--- config.mk ---
export PLATFORM = sky130hd
export DESIGN_NAME = cpu_seq
export DESIGN_NICKNAME = d
export VERILOG_FILES = /design/src/rtl/cpu_seq_pkg.sv /design/src/rtl/seq_perf_cnt.sv /design/src/rtl/cpu_seq.sv
export SDC_FILE = /design/constraint.sdc
export NUM_CORES = 1
export LEC_CHECK = 0
export CAP_MARGIN = 20
export CELL_PAD_IN_SITES_DETAIL_PLACEMENT = 0
export CELL_PAD_IN_SITES_GLOBAL_PLACEMENT = 1
export CORE_ASPECT_RATIO = 1.2
export CORE_MARGIN = 2
export CORE_UTILIZATION = 34
export DETAILED_ROUTE_END_ITERATION = 16
export PLACE_DENSITY = 0.83
export SLEW_MARGIN = 20
export SYNTH_ARGS = -nofsm -noshare
export SYNTH_HDL_FRONTEND = slang
export SYNTH_HIERARCHICAL = 1
export SYNTH_SLANG_ARGS = --single-unit
--- constraint.sdc ---
create_clock -name clk -period 2.44 [get_ports clk]
set_input_delay 0.366 -clock clk [delete_from_list [all_inputs] [get_ports clk]]
set_output_delay 0.366 -clock clk [all_outputs]
set_load 0.01 [all_outputs]
--- src/rtl/cpu_seq_pkg.sv ---
// cpu_seq_pkg: shared definitions for the rvseed multi-cycle sequencer.
//   SEQ_STATE_WIDTH : width of the sequencer state code
//   seq_state_e     : FETCH..HALT encodings (codes 6/7 are illegal)
//   SEQ_TIMEOUT     : default memory handshake timeout in cycles
//   seq_wait_width  : width of the handshake wait counter for a timeout
package cpu_seq_pkg;

    localparam int SEQ_STATE_WIDTH = 3;
    localparam int SEQ_TIMEOUT     = 255;

    typedef enum logic [SEQ_STATE_WIDTH-1:0] {
        SEQ_FETCH  = 3'd0,
        SEQ_DECODE = 3'd1,
        SEQ_EXEC   = 3'd2,
        SEQ_MEM    = 3'd3,
        SEQ_WB     = 3'd4,
        SEQ_HALT   = 3'd5
    } seq_state_e;

    // Wait counter must hold TIMEOUT_CYCLES; never narrower than 8 bits.
    function automatic int seq_wait_width(input int t);
        int w;
        w = $clog2(t + 1);
        return (w < 8) ? 8 : w;
    endfunction

endpackage

--- src/rtl/seq_perf_cnt.sv ---
// seq_perf_cnt: retired-instruction and cycle counter pair.
//   clk          : core clock
//   i_clr        : synchronous clear of both counters (wins over enables)
//   i_instret_en : count one retired instruction
//   i_cycle_en   : count one active cycle
//   o_instret    : retired instruction count (wraps silently)
//   o_cycle      : active cycle count (wraps silently)
module seq_perf_cnt #(
    parameter int W = 64
) (
    input  logic         clk,
    input  logic         i_clr,
    input  logic         i_instret_en,
    input  logic         i_cycle_en,
    output logic [W-1:0] o_instret,
    output logic [W-1:0] o_cycle
);

    logic [W-1:0] r_instret;
    logic [W-1:0] r_cycle;

    always_ff @(posedge clk) begin
        if (i_clr) begin
            r_instret <= '0;
            r_cycle   <= '0;
        end else begin
            if (i_instret_en) r_instret <= r_instret + W'(1);
            if (i_cycle_en)   r_cycle   <= r_cycle + W'(1);
        end
    end

    assign o_instret = r_instret;
    assign o_cycle   = r_cycle;

endmodule

--- src/rtl/cpu_seq.sv ---
// cpu_seq: multi-cycle FETCH/DECODE/EXEC/MEM/WB sequencer for rvseed.
//   clk, rst          : core clock, synchronous active-high reset
//   imem_ready        : instruction memory completes the fetch
//   dmem_ready        : data memory completes the access
//   mem_ren, mem_wen  : decoded memory access / store flags
//   reg_wen           : decoded register write enable
//   imem_req          : fetch request
//   dmem_req, dmem_we : data access request and its write qualifier
//   ir_wen, pc_wen    : instruction register / PC write enables
//   rf_wen            : gated register-file write enable
//   busy, bus_err     : core running / sticky handshake timeout
//   state             : current state code (debug)
//   instret, cycle    : retired instructions / active cycles
module cpu_seq
    import cpu_seq_pkg::*;
#(
    parameter int TIMEOUT_CYCLES = SEQ_TIMEOUT,
    parameter int CNT_WIDTH      = 64
) (
    input  logic                       clk,
    input  logic                       rst,
    input  logic                       imem_ready,
    input  logic                       dmem_ready,
    input  logic                       mem_ren,
    input  logic                       mem_wen,
    input  logic                       reg_wen,
    output logic                       imem_req,
    output logic                       dmem_req,
    output logic                       dmem_we,
    output logic                       ir_wen,
    output logic                       pc_wen,
    output logic                       rf_wen,
    output logic                       busy,
    output logic                       bus_err,
    output logic [SEQ_STATE_WIDTH-1:0] state,
    output logic [CNT_WIDTH-1:0]       instret,
    output logic [CNT_WIDTH-1:0]       cycle
);

    localparam int              WC_W   = seq_wait_width(TIMEOUT_CYCLES);
    localparam logic [WC_W-1:0] WC_MAX = WC_W'(TIMEOUT_CYCLES);

    seq_state_e      r_state;
    logic [WC_W-1:0] r_wait_cnt;
    logic            r_bus_err;

    logic w_imem_req;
    logic w_dmem_req;
    logic w_dmem_we;
    logic w_ir_wen;
    logic w_pc_wen;
    logic w_rf_wen;
    logic w_cycle_en;

    // Handshake and write-enable decode. Everything is forced low while
    // rst is high so a pending request never completes in the reset cycle.
    always_comb begin
        w_imem_req = 1'b0;
        w_dmem_req = 1'b0;
        w_dmem_we  = 1'b0;
        w_ir_wen   = 1'b0;
        w_pc_wen   = 1'b0;
        w_rf_wen   = 1'b0;
        if (!rst) begin
            case (r_state)
                SEQ_FETCH: begin
                    w_imem_req = 1'b1;
                    w_ir_wen   = imem_ready;
                end
                SEQ_MEM: begin
                    // Stores also raise mem_ren; mem_wen decides the direction.
                    w_dmem_req = 1'b1;
                    w_dmem_we  = mem_wen;
                    w_pc_wen   = dmem_ready & mem_wen;
                end
                SEQ_WB: begin
                    w_pc_wen = 1'b1;
                    w_rf_wen = reg_wen;
                end
                default: ;
            endcase
        end
    end

    // FSM plus handshake wait counter. The counter is cleared whenever a
    // requesting state is entered; ready in the final allowed cycle wins.
    always_ff @(posedge clk) begin
        if (rst) begin
            r_state    <= SEQ_FETCH;
            r_wait_cnt <= '0;
            r_bus_err  <= 1'b0;
        end else begin
            case (r_state)
                SEQ_FETCH: begin
                    if (imem_ready) begin
                        r_state <= SEQ_DECODE;
                    end else if (r_wait_cnt == WC_MAX) begin
                        r_state   <= SEQ_HALT;
                        r_bus_err <= 1'b1;
                    end else begin
                        r_wait_cnt <= r_wait_cnt + WC_W'(1);
                    end
                end
                SEQ_DECODE: r_state <= SEQ_EXEC;
                SEQ_EXEC: begin
                    r_wait_cnt <= '0;
                    r_state    <= (mem_ren | mem_wen) ? SEQ_MEM : SEQ_WB;
                end
                SEQ_MEM: begin
                    if (dmem_ready) begin
                        r_wait_cnt <= '0;
                        r_state    <= mem_wen ? SEQ_FETCH : SEQ_WB;
                    end else if (r_wait_cnt == WC_MAX) begin
                        r_state   <= SEQ_HALT;
                        r_bus_err <= 1'b1;
                    end else begin
                        r_wait_cnt <= r_wait_cnt + WC_W'(1);
                    end
                end
                SEQ_WB: begin
                    r_wait_cnt <= '0;
                    r_state    <= SEQ_FETCH;
                end
                SEQ_HALT: r_state <= SEQ_HALT;
                default: begin
                    // Corrupted state code: stop the core and flag it.
                    r_state   <= SEQ_HALT;
                    r_bus_err <= 1'b1;
                end
            endcase
        end
    end

    assign w_cycle_en = (r_state != SEQ_HALT);

    seq_perf_cnt #(
        .W (CNT_WIDTH)
    ) u_perf_cnt (
        .clk          (clk),
        .i_clr        (rst),
        .i_instret_en (w_pc_wen),
        .i_cycle_en   (w_cycle_en),
        .o_instret    (instret),
        .o_cycle      (cycle)
    );

    assign imem_req = w_imem_req;
    assign dmem_req = w_dmem_req;
    assign dmem_we  = w_dmem_we;
    assign ir_wen   = w_ir_wen;
    assign pc_wen   = w_pc_wen;
    assign rf_wen   = w_rf_wen;
    assign busy     = (r_state != SEQ_HALT);
    assign bus_err  = r_bus_err;
    assign state    = r_state;

endmodule
==> metrics.md <==
| Metric | Value |
|---|---|
| Commonest cells post-synth | `140 x dfxtp_1, 97 x nor2_1, 63 x a21oi_1` |
| Final period utilization | `0.9770` |
| Synthesized cell area | `6989 sq um` |
| Drt via density | `5.375` |
| Arr. time, crit path | `2730 ps` |
| Fin util | `0.5005` |
| Post-layout min period | `2384 ps` |
| Gr usage total | `0.1925` |
| Worst-Skew Late Latency | `420 ps` |
| WS Path Type | `reg -> reg` |
| Port bufs | `145` |
| Clk buf depth | `2` |
| Number of global-route vias before repair | `6888` |
| Area contributors post-synth | `dfxtp_1 40%, nor2_1 5.2%, nand4_1 5.2%` |
| Largest net degree at the start of global routing | `71` |
| Placer Congestion | `0.8546` |
| CP Launch Type | `register` |
| Worst-path fanout max | `7` |
| TritonCTS Buffers | `17` |
| Crit. End Element | `register` |
| Vias | `7353` |
| Global-route wire length before repair | `34400 microns` |
| Top-area cell type share of the netlist area | `0.4010` |
| Worst vdd ir | `0.0004492 V` |
| Iteration-0 DRC Markers | `351` |
| Fillers | `1957` |
| Worst setup margin | `56.10 ps` |
| Fraction of layout cells with a size suffix above 1 | `0.1587` |
| Yosys cell types | `56` |
| Htree depth | `4` |
| CP dominant cell by count | `or4_4` |
| Cell Chain, Critical Path | `ha_1 > nand4_1 > or4_4 > or3_4 > or4_4 > a21oi_1` |
| Antenna violations before repair | `0` |
| Max Cap Viol | `0` |
| CTS tree | `yes` |
| Hold Slack | `305.4 ps` |
| DP Worst Slack | `-393.2 ps` |
| Post-Layout Cell Count | `1368` |
| Row count | `57` |
| Area growth syn-to-layout | `44.52%` |
| Worst Skew | `9.321 ps` |
| Final net count | `1102` |
| CTS root buf | `clkbuf_16` |
| Outcome | `complete, no violations` |
| Clock slew at reported path FFs | `60 ps` |
| Final setup viols | `0` |
| Die area | `21720 sq um` |
| Pins over their slew limit | `0` |
| Design Power | `5.289 mW` |
| Grt ovf | `0` |
| Routed Antenna Nets | `0` |
| Top achievable clock speed | `419.5 MHz` |
| Die X | `134.9 microns` |
| Yosys warnings | `6` |
| Core area | `20180 sq um` |
| Worst slew margin | `0.4932` |
| Critical path required time | `2780 ps` |
| Starting Density | `0.3463` |
| Boundary pin count | `146` |
| FFs w/ async S/R, synth | `0` |
| Leakage | `3.269 nW` |
| DRC errors left | `0` |
| Syn Inst Count | `860` |
| Post-DP HPWL | `15000 microns` |
| Wirelength, routed | `21310 microns` |
| Hold-fix buffers, CTS | `0` |
| Clock sink count | `140` |
| Slowest CP cell | `or4_4` |
| DP Cell Count | `1331` |
| Hold Crit Class | `in -> reg` |
| Die Ht | `161.1 microns` |
| Critical path's largest stage delay | `550 ps` |
| Power Density | `523.6 nW/um^2` |
| Sum of negative setup slack | `0 ps` |
| First-pass DRT Iterations | `5` |
| Cell area after placement | `9383 sq um` |
| Worst Max-Slew Pin Slew | `760.2 ps` |
| Mapped Avg Cell Area | `8.127 sq um` |
| Drt wl/cell | `15.57 microns` |
| Syn Nets | `870` |
| Cell area after layout | `10100 sq um` |
| Final Hold Viols | `0` |
| Post-synthesis sequential area ratio | `0.4010` |
| Count leader, synth | `dfxtp_1` |
| Post-synth EDFFs | `0` |
| Diode count | `0` |
| Primary FF master, synth | `dfxtp_1` |
| Yosys top cell by area | `dfxtp_1` |
| Seq cells post-synth | `140` |
==> worst max-delay path: cells and delay by family, from the launching register on <==
| family | cells | cell delay (ps) |
|---|---|---|
| adders and majority gates | 1 | 180 |
| and+or+nand+nor | 4 | 1650 |
| DFF | 1 | 330 |
| AOI/OAI and AO/OA | 1 | 150 |
==> registers in the layout, summed over array words and instances, names as in the netlist <==
register / cells
r_wait_cnt: 8
state: 3
bus_err: 1
u_perf_cnt/o_instret: 64
u_perf_cnt/o_cycle: 64
==> cell type report <==
type / instances / area, sq um / share of cell area
Multi-Input combinational cell: 671 / 4089 / 0.4048
Tap cell: 265 / 331.6 / 0.03283
Sequential cell: 140 / 2811 / 0.2783
Inverter: 16 / 60.06 / 0.005946
Clock buffer: 19 / 432.9 / 0.04286
Clock inverter: 11 / 171.4 / 0.01697
Timing Repair Buffer: 246 / 2205 / 0.2183
==> layout by cell type (no fill, tap or decap), types with 5 or more instances in the layout <==
master             n
clkbuf_16         17
and2_1             8
nand2_1           56
and4_1            12
clkinvlp_4         5
nor3_1            22
o21ai_0           46
nor4_1            25
dfxtp_1          135
nor4_2             8
xnor2_1           34
and3_1            13
clkdlybuf4s50_1  139
nand3_1           55
nand4_1           58
a21oi_1           62
or3_1             40
buf_4            101
o31ai_1           18
nor2_1            96
xor2_1            36
inv_1             16
or4_1             20
==> final timing paths <==
| path | from | end | slack, ps | cells after the start |
|---|---|---|---|---|
| setup reg to reg | u_perf_cnt/o_instret[0]$_SDFFE_PP0P_ | u_perf_cnt/o_instret[58]$_SDFFE_PP0P_ | 60 | 6 |
| hold / removal | rst | state[0]$_SDFF_PP0_ | 310 | 3 |
| hold reg to reg | bus_err$_SDFFE_PP0P_ | bus_err$_SDFFE_PP0P_ | 450 | 2 |
| setup / recovery | u_perf_cnt/o_instret[0]$_SDFFE_PP0P_ | u_perf_cnt/o_instret[58]$_SDFFE_PP0P_ | 60 | 6 |
==> report_power, final <==
group | internal (mW) | total, mW | switching (mW)
Clock | 1.70 | 2.70 | 1.00
Sequential | 2.31 | 2.33 | 0.0212
Combinational | 0.118 | 0.264 | 0.146
==> what timing repair did <==
action | in CTS | in global routing
buffers inserted | 0 | 5
setup endpoints to repair | 10 | 19
pin swaps | 0 | 6
gates resized for setup | 6 | 15
gates cloned | 0 | 2
hold endpoints to repair | 0 | 0
==> routing by layer <==
layer,up-vias,part of all wire,track usage
met5,-,0,0
met4,0,0.021,0.07273
met3,33,0.047,0.04112
met2,179,0.50,0.3299
met1,3493,0.43,0.2352
li1,3648,-,-
==> logic make-up after synthesis <==
family / synth area share
adders and majority gates: 0.005371
DFF: 0.4010
AOI/OAI and AO/OA: 0.1180
xor gates and xnor gates: 0.08772
muxes: 0.004475
buffers and inverters: 0.03043
and+or+nand+nor: 0.3530
(Power assumes the default switching activity.)
